--- src/rtl/coinc_window_readout.sv ---
// Two-fold coincidence counter for every unordered channel pair, integrated over a
// programmable window and streamed out one pair per beat on a valid/ready port.
module coinc_window_readout #(
  parameter int NCHAN = 4,
  parameter int CBITS = 16,
  parameter int WBITS = 16,
  parameter int IBITS = 3
) (
  input  logic             Clk,
  input  logic             Rst,
  input  logic [NCHAN-1:0] Pulses,
  input  logic             Enable,
  input  logic [WBITS-1:0] WindowLen,
  input  logic             OutReady,
  output logic             OutValid,
  output logic [CBITS-1:0] OutData,
  output logic [IBITS-1:0] OutIndex,
  output logic             OutLast,
  input  logic             ClrOvr,
  output logic             Overrun
);

  localparam int NPAIR = NCHAN * (NCHAN - 1) / 2;
  localparam int NSLOT = 2 ** IBITS;
  localparam logic [IBITS-1:0] LASTIDX = IBITS'(NPAIR - 1);

  typedef enum logic {IDLE, SEND} state_t;

  // Pair k enumerates (0,1),(0,2)..(0,N-1),(1,2).. ; these recover the two channels.
  function automatic int pair_lo(input int k);
    int r;
    r = k;
    for (int i = 0; i < NCHAN; i++) begin
      if (r < NCHAN - 1 - i) return i;
      r = r - (NCHAN - 1 - i);
    end
    return 0;
  endfunction

  function automatic int pair_hi(input int k);
    int r;
    r = k;
    for (int i = 0; i < NCHAN; i++) begin
      if (r < NCHAN - 1 - i) return i + 1 + r;
      r = r - (NCHAN - 1 - i);
    end
    return 1;
  endfunction

  function automatic logic [CBITS-1:0] sat_inc(input logic [CBITS-1:0] v, input logic b);
    if (b && (v != {CBITS{1'b1}})) return v + 1'b1;
    return v;
  endfunction

  logic [WBITS-1:0] len_q;
  logic [WBITS-1:0] len_eff;
  logic [WBITS-1:0] timer_q;
  logic             start_q;
  logic             active;
  logic             win_end;

  state_t           state_q, state_d;
  logic [IBITS-1:0] idx_q, idx_d;
  logic             load_snap;
  logic             ovr_set;
  logic             xfer;
  logic             ovr_q;

  logic [CBITS-1:0] snap_w [NSLOT];

  // WindowLen is taken live on a window's first cycle, then held for the rest of it.
  assign len_eff = start_q ? WindowLen : len_q;
  assign active  = Enable && (len_eff != '0);
  assign win_end = active && (timer_q == len_eff - 1'b1);

  always_ff @(posedge Clk or posedge Rst) begin
    if (Rst) begin
      len_q   <= '0;
      timer_q <= '0;
      start_q <= 1'b1;
    end else begin
      len_q   <= len_eff;
      start_q <= !active || win_end;
      if (!active || win_end) timer_q <= '0;
      else                    timer_q <= timer_q + 1'b1;
    end
  end

  for (genvar k = 0; k < NPAIR; k++) begin : g_pair
    localparam int A = pair_lo(k);
    localparam int B = pair_hi(k);
    logic             inc;
    logic [CBITS-1:0] cnt_q;
    logic [CBITS-1:0] sum;
    logic [CBITS-1:0] snap_q;

    assign inc = Pulses[A] & Pulses[B];
    // The snapshot takes sum so that pulses in the window-end cycle are included.
    assign sum = sat_inc(cnt_q, inc);

    always_ff @(posedge Clk or posedge Rst) begin
      if (Rst)                     cnt_q <= '0;
      else if (!Enable || win_end) cnt_q <= '0;
      else if (active)             cnt_q <= sum;
    end

    always_ff @(posedge Clk or posedge Rst) begin
      if (Rst)            snap_q <= '0;
      else if (load_snap) snap_q <= sum;
    end

    assign snap_w[k] = snap_q;
  end

  for (genvar p = NPAIR; p < NSLOT; p++) begin : g_pad
    assign snap_w[p] = '0;
  end

  // Readout: a window end on the final transfer reloads without a bubble.
  always_comb begin
    state_d   = state_q;
    idx_d     = idx_q;
    load_snap = 1'b0;
    ovr_set   = 1'b0;
    xfer      = (state_q == SEND) && OutReady;
    case (state_q)
      IDLE: begin
        if (win_end) begin
          state_d   = SEND;
          idx_d     = '0;
          load_snap = 1'b1;
        end
      end
      SEND: begin
        if (xfer && (idx_q == LASTIDX)) begin
          idx_d = '0;
          if (win_end) load_snap = 1'b1;
          else         state_d   = IDLE;
        end else begin
          if (xfer)    idx_d   = idx_q + 1'b1;
          if (win_end) ovr_set = 1'b1;
        end
      end
      default: state_d = IDLE;
    endcase
  end

  always_ff @(posedge Clk or posedge Rst) begin
    if (Rst) begin
      state_q <= IDLE;
      idx_q   <= '0;
      ovr_q   <= 1'b0;
    end else begin
      state_q <= state_d;
      idx_q   <= idx_d;
      if (ovr_set)     ovr_q <= 1'b1;
      else if (ClrOvr) ovr_q <= 1'b0;
    end
  end

  assign OutValid = (state_q == SEND);
  assign OutIndex = idx_q;
  assign OutData  = snap_w[idx_q];
  assign OutLast  = (state_q == SEND) && (idx_q == LASTIDX);
  assign Overrun  = ovr_q;

endmodule

--- config.mk ---
export PLATFORM = sky130hd
export DESIGN_NAME = coinc_window_readout
export DESIGN_NICKNAME = d
export VERILOG_FILES = /design/src/rtl/coinc_window_readout.sv
export SDC_FILE = /design/constraint.sdc
export NUM_CORES = 1
export LEC_CHECK = 0
export BUFFER_PORTS_ARGS = -buffer_cell sky130_fd_sc_hd__buf_2
export CAP_MARGIN = 20
export CORE_MARGIN = 4
export CORE_UTILIZATION = 65
export CTS_BUF_LIST = sky130_fd_sc_hd__clkbuf_4
export CTS_CLUSTER_DIAMETER = 50
export CTS_CLUSTER_SIZE = 28
export DETAILED_ROUTE_END_ITERATION = 10
export GPL_TIMING_DRIVEN = 1
export PLACE_DENSITY = 0.91
export SYNTH_ARGS = -nofsm -noshare
export SYNTH_HDL_FRONTEND = slang
export SYNTH_SLANG_ARGS = --single-unit
--- constraint.sdc ---
create_clock -name Clk -period 9.9 [get_ports Clk]
set_input_delay 0.99 -clock Clk [delete_from_list [all_inputs] [get_ports Clk]]
set_output_delay 0.99 -clock Clk [all_outputs]
set_load 0.02 [all_outputs]
Yosys cells after proc, flatten, opt, wreduce, memory -nomap -nowiden
Cells that the tools add are included.
{ "classes": {"n_addsub": 9, "order_cmp": 1, "n_eq_ne": 10, "n_mux": 48, "bitwise": 8, "n_reduce_logical": 19} }
{ "ops": {"columns": ["op", "count"], "rows": [
  ["two-way mux 16 bit", 28],
  ["adder 16 x 1 -> 16 bit, second input constant", 7],
  ["!= test 16 bit, second input constant", 6],
  ["binary-select mux 16 bit (select 3 bit)", 1],
  ["== test 16 bit", 1],
  ["nonzero test 16 bit", 1],
  ["subtractor 16 x 1 -> 16 bit, second input constant", 1],
  ["two-way mux 1 bit", 13],
  ["logical AND 1 bit", 11],
  ["two-way mux 3 bit", 3],
  ["bitwise AND 1 bit", 6],
  ["case mux 3 bit (2 select lines)", 1],
  ["greater-or-equal comparator 4 bit, second input constant", 1],
  ["inverter 3 -> 4 bit", 1],
  ["case mux 1 bit (2 select lines)", 2],
  ["nonzero test 2 bit", 2],
  ["adder 3 x 1 -> 3 bit, second input constant", 1],
  ["== test 3 bit, second input constant", 1],
  ["!= test 3 x 1 -> 1 bit, second input constant", 1],
  ["zero test 1 bit", 2],
  ["logical OR 1 bit", 2],
  ["!= test 2 bit, second input constant", 1],
  ["AND reduction 2 bit", 1],
  ["inverter 1 bit", 1]
]} }
{ "totals": {"register_bits": 230, "output_inout_bits": 22} }

Longest topological paths before layout
{ "logic_depth": {"word_depth": 8, "ltp_mapped": 16} }

Least setup slack after synthesis
No wires, ideal clock.
{ "synth_timing": {"path_kind": "register -> register", "start": "register start_q", "end": "register g_pair[3].snap_q[0]", "setup_ps": 125, "arrival_ps": 3835, "required_ps": 9775, "path_slack_ps": 5940, "path_stages_with_launch": 17, "path_buffers": 6, "period_less_slack_ps": 3960, "path_cell_list": "dfstp_2 buf_4 buf_2 buf_2 mux2i_1 ha_1 inv_1 a221oi_1 nand2b_1 xnor3_1 nor4_1 nand2_1 or2_1 buf_2 buf_6 buf_6 mux2_4"} }
{ "synth_between": {"elab_chain_cells": 7, "elab_cells_between_ends": 9, "classes_between": "add/sub (1); eq/ne (1); mux (4); reduce/logical (3)"} }
{ "synth_rtl": {"columns": ["item", "line_no", "source"], "rows": [
  ["start, declared", "58", "logic start_q;"],
  ["start signal, assigned", "83", "start_q <= !active || win_end;"],
  ["two-way mux 16 bit (*)", "72", "assign len_eff = start_q ? WindowLen : len_q;"],
  ["subtractor 16 x 1 -> 16 bit or nonzero test 16 bit (tied branches)", "74, 73", null],
  ["== test 16 bit or logical AND 1 bit (tied branches)", "74, 73", null],
  ["logical AND 1 bit (*)", "74", "assign win_end = active && (timer_q == len_eff - 1'b1);"],
  ["two-way mux 1 bit (*)", "128, 137", null],
  ["two-way mux 1 bit", "135", "if (xfer && (idx_q == LASTIDX)) begin"],
  ["case mux 1 bit (2 select lines) (*)", "126", "case (state_q)"],
  ["end signal, assigned", "109", "else if (load_snap) snap_q <= sum;"],
  ["end, declared", "95", "logic [CBITS-1:0] snap_q;"]
]} }
Mark *: on every way between the ends. The rest lies on a longest branch, timed or not.
A chain may end at the register's enable or synchronous reset.

Worst setup path in the final report
{ "layout_timing": {"start": "register start_q", "end": "register g_pair[1].snap_q[9]"} }
{ "layout_between": {"elab_chain_cells": 7, "elab_cells_between_ends": 9, "classes_between": "add/sub (1); eq/ne (1); mux (4); reduce/logical (3)"} }
{ "layout_rtl": {"columns": ["item", "line_no"], "rows": [
  ["two-way mux 16 bit (*)", "72"],
  ["subtractor 16 x 1 -> 16 bit or nonzero test 16 bit (tied branches)", "74, 73"],
  ["== test 16 bit or logical AND 1 bit (tied branches)", "74, 73"],
  ["logical AND 1 bit (*)", "74"],
  ["two-way mux 1 bit (*)", "128, 137"],
  ["two-way mux 1 bit", "135"],
  ["case mux 1 bit (2 select lines) (*)", "126"],
  ["end signal, assigned", "109"],
  ["end, declared", "95"]
]} }
Marks and branches as above.

==> key figures <==
Clocking
  – Clk buf depth: 3
  – Clock Sinks: 230
  – CTS Buf Count: 24
  – Clock network latency to the later pin of the worst-skew pair: 730 ps
  – # H-tree levels: 1
  – Postcts setup bufs: 0
  – Post_cts resized: 0
  – Root buf cell: clkbuf_4
  – CTS tree: yes
  – Clock slew seen by the registers of the worst setup and hold paths: 200 ps
  – Hold_buf cts: 0

Timing
  – Final worst-path cycle share: 0.534
  – F_max: 189 MHz
  – Slew margin rel.: 0.201
  – Measured slew at the worst slew-check pin: 1190 ps
  – Final number of hold-violating endpoints: 0
  – # setup viols final: 0
  – Clock period minus worst slack: 5290 ps
  – Max-slew violations: 0
  – RSZ-0062 raised after global routing: no
  – Post-route setup slack: 4610 ps
  – Worst Clk Skew: 54.1 ps
  – Setup TNS: 0 ps

Floorplan
  – Initial Util: 0.660
  – IO Pins: 47
  – Cell Rows: 52
  – Die area: 22800 µm²
  – Core Region: 20200 µm²
  – Die X: 151 µm
  – Die height: 151 µm

Synth
  – Synth Flop Type: dfrtp_1
  – Count leader, synth: dfrtp_1
  – Syn Std Cell Area: 13300 µm²
  – Distinct cells, synth: 67
  – Post-synthesis mux area share: 0.158
  – Top-area cell type share of the netlist area: 0.431
  – Top post-synthesis cells by area: dfrtp_1 43%, mux2_2 5.7%, xnor2_1 5.3%, mux2_4 4.5%, nand2_1 3.9%
  – Avg Inst Size Synth: 10.2 µm²
  – Synth Area in Simple Gates: 0.187
  – Main combinational cell family by area after synthesis: simple AND/OR/NAND/NOR gates
  – Asr flop ratio synth: 1.00
  – XOR/XNOR share of the synthesized area: 0.0771
  – Top cells by count, synth: 229 x dfrtp_1, 137 x nand2_1, 102 x nor2_1, 81 x xnor2_1, 76 x nand3_1
  – Post-synthesis cell count: 1305
  – Post-synthesis compound-gate area fraction: 0.0954
  – Mapped Nets: 1341
  – Sequential cell area fraction in the yosys report: 0.433
  – Warnings, synthesis: 0
  – Seq cells post-synth: 230
  – Adder and majority cell fraction of the synthesized area: 0.0103
  – Cell taking the most area after synthesis: dfrtp_1
  – Post-synth EDFFs: 0

Layout
  – Area Overhead vs Synth: 5.95%
  – Nets: 1351
  – Layout cells sized above 1: 0.209
  – Fill count: 1387
  – Final cell count without fillers: 1604
  – Fin area: 14100 µm²

Route
  – ANT nets after route: 0
  – DRT Wirelength: 33200 µm
  – Vias per Instance: 6.55
  – TritonRoute pass-1 iters: 5
  – DRC Markers: 0
  – DR iter-0 viols: 1073
  – Routed length per placed instance: 20.7 µm
  – Via Count: 10514

Setup path
  – Critical path peak fanout: 76
  – WS Path Type: flip-flop to flip-flop
  – Startpoint types: flip-flop
  – Worst endpoint required time: 10520 ps
  – Crit. End Element: flip-flop
  – CP arrival: 5900 ps

Run
  – MaxCap Viol Count: 0

Placement
  – Post-Place Cells: 1559
  – IO buf count: 46
  – Detailed Place HPWL: 22100 µm
  – Placement Cell Area: 13600 µm²
  – GP Congestion: 0.890
  – Pre-CTS setup slack: 4670 ps

Global routing
  – Initial antenna violation count: 2
  – Via count of the first global-routing pass: 9958
  – First-pass GRT wire length: 53400 µm
  – GRT Util Overall: 0.294
  – Grt total ovfl: 0
  – Pin count of the biggest net entering global routing: 108

Power
  – Clk pwr share: 0.370
  – Net Switching: 0.492 mW
  – Static Leak: 6.60 nW
  – Worst vdd ir: 0.0000807 V
  – PD cells: 122 nW/µm²
  – Switch share: 0.286
  – Sequential power share: 0.560
  – Int Pwr: 1.23 mW
  – Comb power frac: 0.070

Hold path
  – Min-Delay Path Class: primary input to asynchronous set/reset pin

Run status
  – Outcome: complete, no violations
[placed cells by master (no fill, tap or decap), types with 5 or more instances in the layout]
master     instances
nor3_1            23
xnor2_1           81
buf_4              8
nor2b_1            6
o2bb2ai_1          8
clkbuf_4          24
mux2_2            67
dfrtp_1          228
o22ai_1           20
a21oi_1            6
mux2_4            40
mux2i_1           38
xor2_1            31
a31oi_1           26
inv_1             50
nand4_1           37
nand3_1           75
and4_1            12
nand2_1          137
or3_1             15
buf_2             46
nor4_1            10
or3b_2             7
o21ai_0            7
a22o_1            22
and3_1            25
ha_1              11
nor2_1           102
or2_2             18
mux4_2            16
and2_1            12
inv_8              6
o211ai_1          23
inv_6              5
a31o_2            23
[metal layers]
| metal | global-route usage | vias up | part of all wire |
|---|---|---|---|
| met5 | 0 | - | 0.00039 |
| met4 | 0.112 | 2 | 0.035 |
| met3 | 0.0443 | 92 | 0.090 |
| met2 | 0.463 | 585 | 0.47 |
| met1 | 0.414 | 5117 | 0.41 |
| li1 | - | 4718 | - |
[logic make-up (layout without fill, tap and decap cells)]
logic type                 count (synthesis)  after routing
AOI/OAI and AO/OA                        167            167
buffers and inverters                    122            150
DFF                                      230            230
and+or+nand+nor                          500            500
adders and majority gates                 11             11
muxes                                    161            161
xor gates and xnor gates                 114            114
other                                      0              1
[critical path, stage by stage (launching register included)]
cell and delay, ps:
dfstp_2 1020, or3b_1 460, a222oi_1 850, a31oi_1 250, or3_1 420, a31o_1 270, nand3_1 90, or2_4 370
buf_4 910, mux2_2 430
[registers in the layout, summed over array words and instances, names as in the netlist]
signal / count
g_pair.cnt_q: 96
g_pair.snap_q: 96
len_q: 16
timer_q: 16
OutIndex: 3
OutValid: 1
Overrun: 1
start_q: 1
[final cells by class]
class                           count  area, µm²  share of cell area
Antenna cell                        1       2.50            0.000178
Clock buffer                       24        180              0.0128
Clock inverter                     20        287              0.0203
Inverter                           52        203              0.0144
Multi-Input combinational cell    953       7040               0.499
Sequential cell                   230       5760               0.408
Tap cell                          270        338              0.0240
Timing Repair Buffer               54        290              0.0206
[metrics by stage]
| step | hold WS [ps] | util | power (mW) |
|---|---|---|---|
| global route | 389 | 0.699 | 1.79 |
| floorplan | 467 | - | 1.07 |
| global placement | 483 | 0.676 | 1.10 |
| CTS | 391 | 0.699 | 1.73 |
| finish | 359 | 0.699 | 1.72 |
| detailed placement | 492 | 0.676 | 1.10 |
[worst paths after layout]
check	start	to	slack, ps	cells past startpoint
max	start_q	g_pair[1].snap_q[9]	4610	9
min	Rst	g_pair[4].snap_q[7]	360	2
max reg2reg	start_q	g_pair[1].snap_q[9]	4610	9
min reg2reg	g_pair[1].snap_q[15]	g_pair[1].snap_q[15]	520	1
max in group asynchronous	Rst	g_pair[2].cnt_q[3]	7510	4
min in group Clk	ClrOvr	Overrun	420	2
[power groups by stage]
stage	clock, mW	sequential (mW)	combinational [mW]
6_report	0.638	0.966	0.120
5_1_grt	0.688	0.968	0.133
4_1_cts	0.643	0.965	0.120
3_5_place_dp	0	0.983	0.120
3_3_place_gp	0	0.982	0.115
2_1_floorplan	0	0.977	0.0886
No activity file was read; power rests on OpenSTA's default activity.
